## src/rtl/serial_magnitude_comparator_pkg.sv

```systemverilog
// Shared types and helpers for the serial magnitude comparator.
// The FSM state encoding and the pair-count helper live here.
package serial_magnitude_comparator_pkg;

  typedef enum logic {
    S_IDLE = 1'b0,
    S_RUN  = 1'b1
  } state_t;

  typedef struct packed {
    logic eq;
    logic gt;
    logic lt;
  } result_t;

  localparam result_t RESULT_NONE = '{eq: 1'b0, gt: 1'b0, lt: 1'b0};

  // Number of 2-bit digit pairs in an operand of the given width.
  function automatic int pair_count(input int width);
    return width / 2;
  endfunction

endpackage

```

## src/rtl/two_bit_comparator.sv

```systemverilog
// Combinational 2-bit unsigned compare slice; exactly one output is high.
module two_bit_comparator (
  input  logic [1:0] a,
  input  logic [1:0] b,
  output logic       eq,
  output logic       gt,
  output logic       lt
);

  assign eq = (a == b);
  assign gt = (a > b);
  assign lt = (a < b);

endmodule

```

## src/rtl/serial_magnitude_comparator.sv

```systemverilog
// Sequential unsigned magnitude comparator: walks latched operands MSB-first,
// one 2-bit pair per clock, and stops at the first unequal pair.
module serial_magnitude_comparator
  import serial_magnitude_comparator_pkg::*;
#(
  parameter int WIDTH = 8
) (
  input  logic             clk,
  input  logic             rst_n,
  input  logic             start,
  input  logic [WIDTH-1:0] a,
  input  logic [WIDTH-1:0] b,
  output logic             busy,
  output logic             done,
  output logic             eq,
  output logic             gt,
  output logic             lt
);

  localparam int NPAIRS = pair_count(WIDTH);
  localparam int IDX_W  = $clog2(NPAIRS) + 1;
  localparam logic [IDX_W-1:0] LAST_IDX = IDX_W'(NPAIRS - 1);

  state_t           state_q, state_d;
  logic [IDX_W-1:0] idx_q, idx_d;
  logic             done_q, done_d;
  result_t          result_q, result_d;
  logic             load;

  logic [WIDTH-1:0] a_q, b_q;
  logic [1:0]       a_pair, b_pair;
  logic             slice_eq, slice_gt, slice_lt;

  // NOTE: operand registers carry no reset; their content is only observed
  // after a load, so a reset would add routing without changing behaviour.
  always_ff @(posedge clk) begin
    if (load) begin
      a_q <= a;
      b_q <= b;
    end
  end

  // Pair mux: pair 0 is the MSB pair of the latched operands.
  always_comb begin
    a_pair = 2'b00;
    b_pair = 2'b00;
    for (int i = 0; i < NPAIRS; i++) begin
      if (idx_q == IDX_W'(i)) begin
        a_pair = a_q[WIDTH-1-2*i -: 2];
        b_pair = b_q[WIDTH-1-2*i -: 2];
      end
    end
  end

  two_bit_comparator u_slice (
    .a  (a_pair),
    .b  (b_pair),
    .eq (slice_eq),
    .gt (slice_gt),
    .lt (slice_lt)
  );

  // NOTE: every signal assigned here gets a default first, so no path
  // through the case leaves a value unassigned and no latch is inferred.
  always_comb begin
    state_d  = state_q;
    idx_d    = idx_q;
    done_d   = 1'b0;
    result_d = result_q;
    load     = 1'b0;

    unique case (state_q)
      S_IDLE: begin
        if (start) begin
          state_d  = S_RUN;
          idx_d    = '0;
          result_d = RESULT_NONE;
          load     = 1'b1;
        end
      end
      S_RUN: begin
        if (slice_gt) begin
          result_d.gt = 1'b1;
          done_d      = 1'b1;
          state_d     = S_IDLE;
        end else if (slice_lt) begin
          result_d.lt = 1'b1;
          done_d      = 1'b1;
          state_d     = S_IDLE;
        end else if (idx_q == LAST_IDX) begin
          result_d.eq = 1'b1;
          done_d      = 1'b1;
          state_d     = S_IDLE;
        end else begin
          idx_d = idx_q + 1'b1;
        end
      end
      default: state_d = S_IDLE;
    endcase
  end

  // NOTE: sequential state uses non-blocking assignments so every register
  // samples the pre-edge values regardless of statement order.
  always_ff @(posedge clk or negedge rst_n) begin
    if (!rst_n) begin
      state_q  <= S_IDLE;
      idx_q    <= '0;
      done_q   <= 1'b0;
      result_q <= RESULT_NONE;
    end else begin
      state_q  <= state_d;
      idx_q    <= idx_d;
      done_q   <= done_d;
      result_q <= result_d;
    end
  end

  assign busy = (state_q == S_RUN);
  assign done = done_q;
  assign eq   = result_q.eq;
  assign gt   = result_q.gt;
  assign lt   = result_q.lt;

endmodule

```

## config.mk

```make
export PLATFORM = sky130hd
export DESIGN_NAME = serial_magnitude_comparator
export DESIGN_NICKNAME = d
export VERILOG_FILES = /design/src/rtl/serial_magnitude_comparator_pkg.sv /design/src/rtl/two_bit_comparator.sv /design/src/rtl/serial_magnitude_comparator.sv
export SDC_FILE = /design/constraint.sdc
export NUM_CORES = 1
export LEC_CHECK = 0
export CORE_MARGIN = 2
export CORE_UTILIZATION = 35
export CTS_CLUSTER_SIZE = 25
export DETAILED_ROUTE_END_ITERATION = 12
export GPL_TIMING_DRIVEN = 0
export PLACE_DENSITY = 0.62
export SETUP_SLACK_MARGIN = 0.5
export SYNTH_ARGS = -nofsm -noshare
export SYNTH_HDL_FRONTEND = slang
export SYNTH_HIERARCHICAL = 1
export SYNTH_SLANG_ARGS = --single-unit
export TNS_END_PERCENT = 100
```

## constraint.sdc

```tcl
create_clock -name clk -period 2.86 [get_ports clk]
set_input_delay 0.286 -clock clk [delete_from_list [all_inputs] [get_ports clk]]
set_output_delay 0.286 -clock clk [all_outputs]
set_load 0.02 [all_outputs]
```

* Word-level counts from Yosys, hierarchy flattened
Index checks and enable logic that the tools add are counted.
** Storage, ports and cells
- Bits in registers :: 24
- Word-level logic and storage cells :: 57
- Input bits :: 19
** Operators by class
- Add/subtract/negate cells :: 1
- Reductions and logical operators :: 5
- Equal/unequal tests :: 10
- Mux-type cells :: 30
- $lt $le $gt $ge :: 2
- Bitwise gates (word level) :: 1
** Operators by type and width (number)
- 2-bit 2-to-1 mux :: 8
- 1-bit 2-to-1 mux :: 15
- 3-bit 2-to-1 mux :: 4
- 3-bit one-hot mux with 2 select lines :: 2
- 2-bit != test (second input constant) :: 4
- 4-bit AND reduction :: 2
- 3-bit by 2-bit == test with 1-bit output (second input constant) :: 2
- 2-bit by 1-bit != test with 1-bit output (second input constant) :: 3
- 3-bit by 1-bit adder with 3-bit output (second input constant) :: 1
- 3-bit by 1-bit == test with 1-bit output (second input constant) :: 1
- 3-bit logical NOT :: 1
- 3-bit AND reduction :: 1
- 2-bit > comparator :: 1
- 2-bit less-than comparator :: 1
- 1-bit one-hot mux with 2 select lines :: 1
- 2-bit AND reduction :: 1
- 1-bit inverter :: 1

* Depth between registers and ports, before layout
Gate-level depths: netlist (run 1).
- Word-level depth :: 9
- Mapped depth :: 13

* Cells and area by module
The synthesis (run 1) kept the hierarchy.
** By module, submodules not included
- serial_magnitude_comparator :: area each 1049.8 sq um, seq. area each 680.7 sq um, times used 1, cells an instance 79
- two_bit_comparator :: area each 62.6 sq um, seq. area each 0.0 sq um, times used 1, cells an instance 9

* Worst setup path after synthesis (run 1)
No wires, ideal clock.
- Path kind :: register to register
- From :: register idx_q[0]
- To :: register idx_q[0]
- Data required time :: 2.738 ns
- Path slack :: 0.148 ns
- Setup time :: 0.122 ns
- Stages on the path, launching flop included :: 14
- Buffers on the path :: 2
- Data arrival time :: 2.590 ns
- Cells stage by stage :: dfrtp_1 -> ha_1 -> ha_1 -> buf_6 -> nor2_1 -> a32o_1 -> inv_1 -> ha_1 -> nand2b_1 -> and2_1 -> or4b_4 -> buf_6 -> nand3_2 -> o21ai_2
** Between the ends
- Cells in the longest elaborated chain, start to end :: 8
** RTL lines
- start: declaration :: line serial_magnitude_comparator.sv:25 : logic [IDX_W-1:0] idx_q, idx_d;
- start signal: assignment :: line serial_magnitude_comparator.sv:112 : idx_q <= idx_d;
- 3-bit logical NOT :: line serial_magnitude_comparator.sv:48 : if (idx_q == IDX_W'(i)) begin
- 2-bit 2-to-1 mux (3 in series) :: line serial_magnitude_comparator.sv:48
- 2-bit 2-to-1 mux * :: line serial_magnitude_comparator.sv:48
- via b_pair[1] :: line serial_magnitude_comparator.sv:31 : logic [1:0] a_pair, b_pair;
- 2-bit less-than comparator * :: line two_bit_comparator.sv:12 : assign lt = (a < b);
- via slice_lt :: line serial_magnitude_comparator.sv:32 : logic slice_eq, slice_gt, slice_lt;
- 2-bit != test (no source line) *
- 4-bit AND reduction (no source line) *
The timed path passes the listed nets; every way through them passes the cells marked *. The select of a mux whose other input is x is not followed.
A chain may end at the register's enable or synchronous reset.

* Worst setup path after layout (run 1)
- From :: register idx_q[0]
- To :: register idx_q[2]
The elaborated chain is that of the path after synthesis.

==> out/results.txt, run 1 <==
Peak Freq -> 0.380 GHz
fin nets -> 146
clock root cell -> clkbuf_4
crit path DAT -> 2.85 ns
Pleak -> 0.587 nW
R2R setup slack -> 0.23 ns
antenna violations before repair -> 0
number of diodes -> 0
Final Util -> 0.514
Final setup viols -> 0
Worst setup EP type -> flop
unrepaired setup endpoints after global routing -> true
max_slew headroom -> 0.607
first-pass GRT wire length -> 3280 um
DR iter-0 viols -> 14
Synth Flop Type -> edfxtp_1
measured slew at the worst slew-check pin -> 0.589 ns
Buffers on Ports -> 23
share of layout cells above drive strength 1 -> 0.286
post-DP HPWL -> 1350 um
Crit Reg-Reg Endpoint -> idx_q[2]
Seq/Total Area, Yosys -> 0.612
area share of the largest cell type after synthesis -> 0.432
final hold violation count -> 0
max-slew violations -> 0
CTS max path bufs -> 2
largest net degree at the start of global routing -> 17
Max FO, Critical Path -> 7
Synth-to-Final Area Change -> 39.8%
Post-synth EDFFs -> 16
CTS H-tree lvls -> 1
DR WL/cell -> 12.1 um
Die X -> 60.4 um
Synth Instances -> 88
GRT overflow -> 0
Ys Warns -> 6
pwr dens -> 1190 mW/mm^2
# clock sinks -> 24
final wirelength -> 1970 um
worst min path class -> primary input to async pin
post-synthesis cell type count -> 19
DRC -> 0
status -> finished clean
Max Cap Viol -> 0
synthesized area -> 0.00111 sq mm
Avg Inst Size Synth -> 12.6 sq um
skew final -> 0.0103 ns
core area -> 0.00303 sq mm
height of the die -> 60.4 um
worst path required time -> 3.07 ns
final worst path period need -> 2.63 ns
Syn Nets -> 114
cell taking the most area after synthesis -> edfxtp_1
post-cts hold buffer count -> 0
synth top area cells -> edfxtp_1, dfrtp_1, ha_1, a21oi_1, a32o_1
mean number of vias per cell -> 4.48
critical path class -> flop to flop
number of global-route vias before repair -> 699
Pre-Repair DR Iteration Count -> 4
cell depth of the worst flop-to-flop path -> 13
Antenna Nets Post-Route -> 0
fraction of registers with async set or reset after synthesis -> 0.333
GPL Wtd Cong -> 0.642
total negative setup slack -> 0 ns
Rows -> 20
Synth top cells by count -> edfxtp_1, a21oi_1, inv_1
gr usage total -> 0.126
CTS tree -> done
clock latency on the worst-skew pair -> 0.31 ns
Tcrit/Tclk final -> 0.921
CTS buffer count -> 3
vias -> 730
initial cell density of the core -> 0.367
CTS clk-pin slew, worst paths -> 0.14 ns
post-synthesis register bit count -> 24
I/O pin total -> 24
Critical R2R Launch -> idx_q[0]
CP Launch Type -> flop
most common cell in the synthesized netlist -> edfxtp_1
Peak VDD IR -> 0.478 mV
die area -> 0.00365 sq mm
sequential cells by signal, indices dropped and copies added, names as in the netlist:
register  cells
done          1
a_q           8
lt            1
b_q           8
busy          1
eq            1
idx_q         3
gt            1
per-layer routing:
layer  global-route usage  up-vias  wire length [um]
met2                0.197       21               994
met3               0.0213        2                99
met4               0.0571        0                16
li1                     -      370                 -
met5                    0        -                 0
met1                0.171      337               857
cells in the final DEF, fill, tap and decap left out, drive strengths merged, types with 2 or more instances in the layout:
cell type / synthesis / routed
dfrtp: 8 / 8
a21oi: 10 / 10
clkbuf: 0 / 4
a32o: 4 / 4
inv: 10 / 10
nand3: 3 / 3
nand2b: 5 / 5
nand2: 5 / 5
and2: 2 / 2
clkdlybuf4s50: 0 / 23
nor2: 6 / 6
buf: 2 / 6
ha: 7 / 7
o21ai: 7 / 7
edfxtp: 16 / 16
power breakdown:
group | switching [mW] | internal (mW) | leakage (nW)
combinational | 0.552 | 0.619 | 0.318
sequential | 0.0596 | 0.470 | 0.254
clock | 0.103 | 0.0544 | 0.0150
worst max path at each step:
| stage | start | end |
|---|---|---|
| after floorplan | idx_q[0] | idx_q[0] |
| after global placement | idx_q[0] | idx_q[0] |
| after detailed placement | idx_q[0] | idx_q[0] |
| after CTS | idx_q[0] | idx_q[2] |
| after global routing | idx_q[0] | idx_q[2] |
| final | idx_q[0] | idx_q[2] |
area by class of cell:
| type | instances | area, sq um |
|---|---|---|
| buffer | 2 | 22.5 |
| clock buffer | 4 | 26.3 |
| fill | 273 | 1470 |
| inverter | 10 | 37.5 |
| multi-input combinational | 52 | 470 |
| sequential | 24 | 683 |
| tap | 44 | 55.1 |
| timing repair buffer | 27 | 260 |
kinds of logic after synthesis:
| logic type | synth area share |
|---|---|
| AO/OA/AOI/OAI | 0.130 |
| buffers and inverters | 0.0540 |
| flip-flops | 0.612 |
| AND/OR/NAND/NOR | 0.125 |
| adder cells (fa/ha/maj) | 0.0787 |
worst max-delay path, cell delays in order (launching register included):
cell and delay [ns]:
dfrtp_2 0.49, ha_4 0.19, ha_4 0.15, buf_6 0.12, nor2_4 0.10, a32o_2 0.18, inv_2 0.04, ha_4 0.27
nand2b_4 0.05, and2_4 0.15, or4b_4 0.51, buf_6 0.15, nand3_2 0.07, o21ai_2 0.05
metrics by stage:
step	total power, mW	hold WS [ns]	cells	instance area (sq um)	setup slack [ns]
floorplan	1.24	-0.00959	88	1140	0.298
global placement	1.42	0.511	155	1430	0.165
detailed placement	1.44	0.522	155	1430	0.130
CTS	1.85	0.241	163	1550	0.221
global route	2.03	0.248	163	1560	0.127
finish	1.86	0.233	163	1560	0.226
timing repair:
| item | in CTS | in global routing |
|---|---|---|
| pin swaps | 7 | 0 |
| resized for setup | 17 | 1 |
| setup buffers | 4 | 0 |
| endpoints found under the setup margin | 6 | 7 |
Note: power is estimated with default switching activity, not from simulation.
==> run 2: changes to the inputs <==
--- a/config.mk
+++ b/config.mk
@@ -7,9 +7,10 @@
 export LEC_CHECK = 0
 export CORE_MARGIN = 2
 export CORE_UTILIZATION = 35
-export CTS_CLUSTER_SIZE = 25
+export CTS_CLUSTER_SIZE = 28
 export DETAILED_ROUTE_END_ITERATION = 12
 export GPL_TIMING_DRIVEN = 0
+export MAX_ROUTING_LAYER = met4
 export PLACE_DENSITY = 0.62
 export SETUP_SLACK_MARGIN = 0.5
 export SYNTH_ARGS = -nofsm -noshare
==> out/results.txt, run 2 (synthesis results as in run 1) <==
status -> finished clean
mean number of vias per cell -> 4.54
largest net degree at the start of global routing -> 17
pwr dens -> 1480 mW/mm^2
unrepaired setup endpoints after global routing -> true
Final WS setup -> 0.207 ns
Max FO, Critical Path -> 7
worst min path class -> primary input to async pin
I/O pin total -> 24
most frequent cells in the layout -> clkdlybuf4s50_1, edfxtp_1, inv_1, buf_6
clock latency on the worst-skew pair -> 0.32 ns
core area -> 0.00303 sq mm
post-layout power -> 2.41 mW
Pre-Repair DR Iteration Count -> 4
CTS tree -> done
Max Cap Viol -> 0
CP Launch Type -> flop
Synth-to-Final Area Change -> 46.6%
measured slew at the worst slew-check pin -> 0.587 ns
Tcrit/Tclk final -> 0.928
Peak Freq -> 0.377 GHz
biggest regs -> a_q: 8 flops, b_q: 8 flops, idx_q: 3 flops
DR WL/cell -> 13.1 um
number of diodes -> 0
GRT overflow -> 0
worst path required time -> 3.07 ns
post-route cell area -> 0.00163 sq mm
share of layout cells above drive strength 1 -> 0.339
CTS H-tree lvls -> 1
height of the die -> 60.4 um
initial cell density of the core -> 0.367
critical path class -> flop to flop
CTS clk-pin slew, worst paths -> 0.14 ns
CTS buffer count -> 3
crit path DAT -> 2.87 ns
CP max stage cell -> or4b_4
Peak VDD IR -> 0.522 mV
fin nets -> 151
clock root cell -> clkbuf_4
skew final -> 0.0121 ns
final worst path period need -> 2.65 ns
placed insts -> 155
total negative setup slack -> 0 ns
gr usage total -> 0.130
GPL Wtd Cong -> 0.647
Post-Layout Cell Count -> 168
number of global-route vias before repair -> 699
CP dominant cell by count -> ha_4
CP peak stage delay -> 0.51 ns
Rows -> 20
DRC -> 0
antenna violations before repair -> 0
post-DP HPWL -> 1350 um
max_slew headroom -> 0.608
Antenna Nets Post-Route -> 0
final hold violation count -> 0
post-cts hold buffer count -> 0
first-pass GRT wire length -> 3280 um
Final setup viols -> 0
most common cell after layout, fill and taps aside -> clkdlybuf4s50_1
DR iter-0 viols -> 48
crit path cell chain -> ha_4, ha_4, buf_6, nor2_4, a32o_2, inv_2, ha_4, nand2b_4, and2_4, or4b_4, buf_6, nand3_2, o21ai_2
Buffers on Ports -> 23
Worst setup EP type -> flop
total placed instance area -> 0.00143 sq mm
max-slew violations -> 0
die area -> 0.00365 sq mm
final wirelength -> 2200 um
CTS max path bufs -> 2
Die X -> 60.4 um
Pleak -> 0.620 nW
# clock sinks -> 24
pre-CTS setup slack -> 0.130 ns
vias -> 763
## run 2: final timing paths
| kind | start | to | slack, ns | depth (start not counted) |
|---|---|---|---|---|
| min in group clk | a[2] | a_q[2] | 0.51 | 1 |
| max reg2reg | idx_q[0] | idx_q[2] | 0.21 | 13 |
| max | idx_q[0] | idx_q[2] | 0.21 | 13 |
| max in group asynchronous | rst_n | idx_q[0] | 2.34 | 1 |
| min | rst_n | idx_q[1] | 0.23 | 1 |
| min reg2reg | gt | gt | 0.55 | 2 |
## run 2: area by class of cell
type	count	area, sq um
Buffer	2	22.5
Clock buffer	4	26.3
Fill cell	262	1400
Inverter	10	37.5
Multi-Input combinational cell	52	489
Sequential cell	24	683
Tap cell	44	55.1
Timing Repair Buffer	32	317
## run 2: worst max-delay path: cells and delay by family (launching register included)
family | cells | cell delay [ns]
buffers and inverters | 3 | 0.31
adders and majority gates | 3 | 0.61
and+or+nand+nor | 5 | 0.90
DFF | 1 | 0.49
AOI/OAI and AO/OA | 2 | 0.22
## run 2: per-layer routing
layer,GRT usage,wire length [um],vias up
met4,0.0571,19,0
li1,-,-,381
met3,0.0192,92,2
met5,-,0,-
met1,0.173,943,359
met2,0.197,1140,21
## run 2: where the power goes
group | switching, mW | leakage, nW | internal, mW | total, mW
registers | 0.0639 | 0.254 | 0.470 | 0.534
logic | 0.738 | 0.351 | 0.983 | 1.72
clock network | 0.104 | 0.0150 | 0.0544 | 0.159
total | 0.906 | 0.620 | 1.51 | 2.41
## run 2: metrics by stage
step	hold WS, ns	utilization
floorplan	-0.00959	-
global placement	0.511	0.471
detailed placement	0.522	0.471
CTS	0.241	0.513
global route	0.248	0.538
finish	0.233	0.538
## run 2: repair_timing
action,CTS,global route
endpoints found under the setup margin,6,7
pin swaps,7,5
resized for setup,17,11
setup buffers,4,5
==> run 3: changes to the inputs <==
--- a/config.mk
+++ b/config.mk
@@ -6,12 +6,12 @@
 export NUM_CORES = 1
 export LEC_CHECK = 0
 export CORE_MARGIN = 2
-export CORE_UTILIZATION = 35
+export CORE_UTILIZATION = 44
 export CTS_CLUSTER_SIZE = 28
 export DETAILED_ROUTE_END_ITERATION = 12
 export GPL_TIMING_DRIVEN = 0
 export MAX_ROUTING_LAYER = met4
-export PLACE_DENSITY = 0.62
+export PLACE_DENSITY = 0.75
 export SETUP_SLACK_MARGIN = 0.5
 export SYNTH_ARGS = -nofsm -noshare
 export SYNTH_HDL_FRONTEND = slang
==> out/results.txt, run 3 (synthesis results as in run 1) <==
CTS tree -> done
first-pass GRT wire length -> 3230 um
final worst path period need -> 2.64 ns
Reg power frac -> 0.264
most common cell after layout, fill and taps aside -> clkdlybuf4s50_1
Worst setup EP type -> flop
Synth-to-Final Area Change -> 42.0%
combinational fraction of design power -> 0.662
share of layout cells above drive strength 1 -> 0.328
fin nets -> 149
Reg area -> 683 sq um
Pre-Repair DR Iteration Count -> 4
total negative setup slack -> 0 ns
unrepaired setup endpoints after global routing -> true
Rows -> 18
I/O pin total -> 24
most frequent cells in the layout -> clkdlybuf4s50_1, edfxtp_1, inv_1, a21oi_1
clock root cell -> clkbuf_4
biggest regs -> a_q: 8 flops, b_q: 8 flops, idx_q: 3 flops
placed insts -> 141
worst min path class -> primary input to async pin
Net Switching -> 795 uW
mean number of vias per cell -> 5.13
number of global-route vias before repair -> 774
status -> finished clean
vias -> 780
Buffers on Ports -> 23
GPL Wtd Cong -> 0.655
pre-CTS setup slack -> 0.144 ns
Max Cap Viol -> 0
clock latency on the worst-skew pair -> 0.32 ns
post-DP HPWL -> 1370 um
DR iter-0 viols -> 5
DR WL/cell -> 13.0 um
antenna violations before repair -> 0
CTS H-tree lvls -> 1
clock power share -> 0.074
DRC -> 0
largest net degree at the start of global routing -> 17
measured slew at the worst slew-check pin -> 0.563 ns
Peak Freq -> 0.379 GHz
number of diodes -> 0
Multi-input gate area -> 485 sq um
Antenna Nets Post-Route -> 0
CP Launch Type -> flop
post-layout power -> 2.02 mW
post-cts hold buffer count -> 0
Post-Layout Cell Count -> 152
initial cell density of the core -> 0.457
core area -> 0.00243 sq mm
Final WS setup -> 0.222 ns
Internal Power -> 1.23 mW
pwr dens -> 1280 mW/mm^2
Tcrit/Tclk final -> 0.922
final wirelength -> 1970 um
max_slew headroom -> 0.624
# clock sinks -> 24
crit path DAT -> 2.86 ns
die area -> 0.00295 sq mm
max-slew violations -> 0
Final setup viols -> 0
Switching Share -> 0.393
Die X -> 54.3 um
Pleak -> 0.606 nW
Fillers -> 188
skew final -> 0.00409 ns
height of the die -> 54.3 um
gr usage total -> 0.160
CTS max path bufs -> 2
CTS buffer count -> 3
Peak VDD IR -> 0.761 mV
critical path class -> flop to flop
GRT overflow -> 0
Max FO, Critical Path -> 7
final hold violation count -> 0
CTS clk-pin slew, worst paths -> 0.13 ns
worst path required time -> 3.08 ns
worst hold slack -> 0.228 ns
==> run 3: final cells by class <==
type                       count  area share
sequential                    24       0.433
multi-input combinational     52       0.307
timing repair buffer          30       0.181
inverter                      10      0.0238
tap                           30      0.0238
clock buffer                   3      0.0143
buffer                         2      0.0143
clock inverter                 1     0.00238
==> run 3: final timing paths <==
kind	from	end	slack (ns)	depth (start not counted)
max	idx_q[0]	idx_q[1]	0.22	13
min	rst_n	idx_q[2]	0.23	1
max reg2reg	idx_q[0]	idx_q[1]	0.22	13
min reg2reg	eq	eq	0.54	2
max in group asynchronous	rst_n	idx_q[1]	2.35	1
min in group clk	b[2]	b_q[2]	0.51	1
==> run 3: what timing repair did <==
item	CTS	global route
setup buffers	5	2
setup endpoints to repair	6	7
gates cloned	0	0
gates resized for setup	15	8
pin swaps	6	9
==> run 3: per-stage QoR <==
step,cell area [sq um],util
final,1580,0.649
after global routing,1580,0.649
after CTS,1530,0.631
after detailed placement,1410,0.579
after global placement,1410,0.579
after floorplan,1140,-
==> run 3: worst max-delay path, stage by stage (launching register included) <==
cell	delay, ns
dfrtp_2	0.49
ha_4	0.19
ha_4	0.14
buf_6	0.12
nor2_4	0.11
a32o_2	0.18
inv_2	0.05
ha_4	0.27
nand2b_4	0.05
and2_4	0.15
or4b_4	0.51
buf_6	0.15
nand3_2	0.07
o21ai_2	0.05
==> run 3: layer usage <==
layer,vias up,track usage,part of all wire
met1,372,0.180,0.40
met4,0,0.0500,0.011
met3,3,0.0328,0.062
met5,-,-,0
met2,25,0.285,0.52
li1,380,-,-
==> run 3: power by group through the flow <==
stage                     Sequential (mW)  Combinational [mW]  Clock (mW)
after floorplan                     0.546               0.697           0
after global placement              0.524               0.891           0
after detailed placement            0.532               0.912           0
after CTS                           0.534                1.14       0.155
after global routing                0.548                1.47       0.172
final                               0.534                1.34       0.151
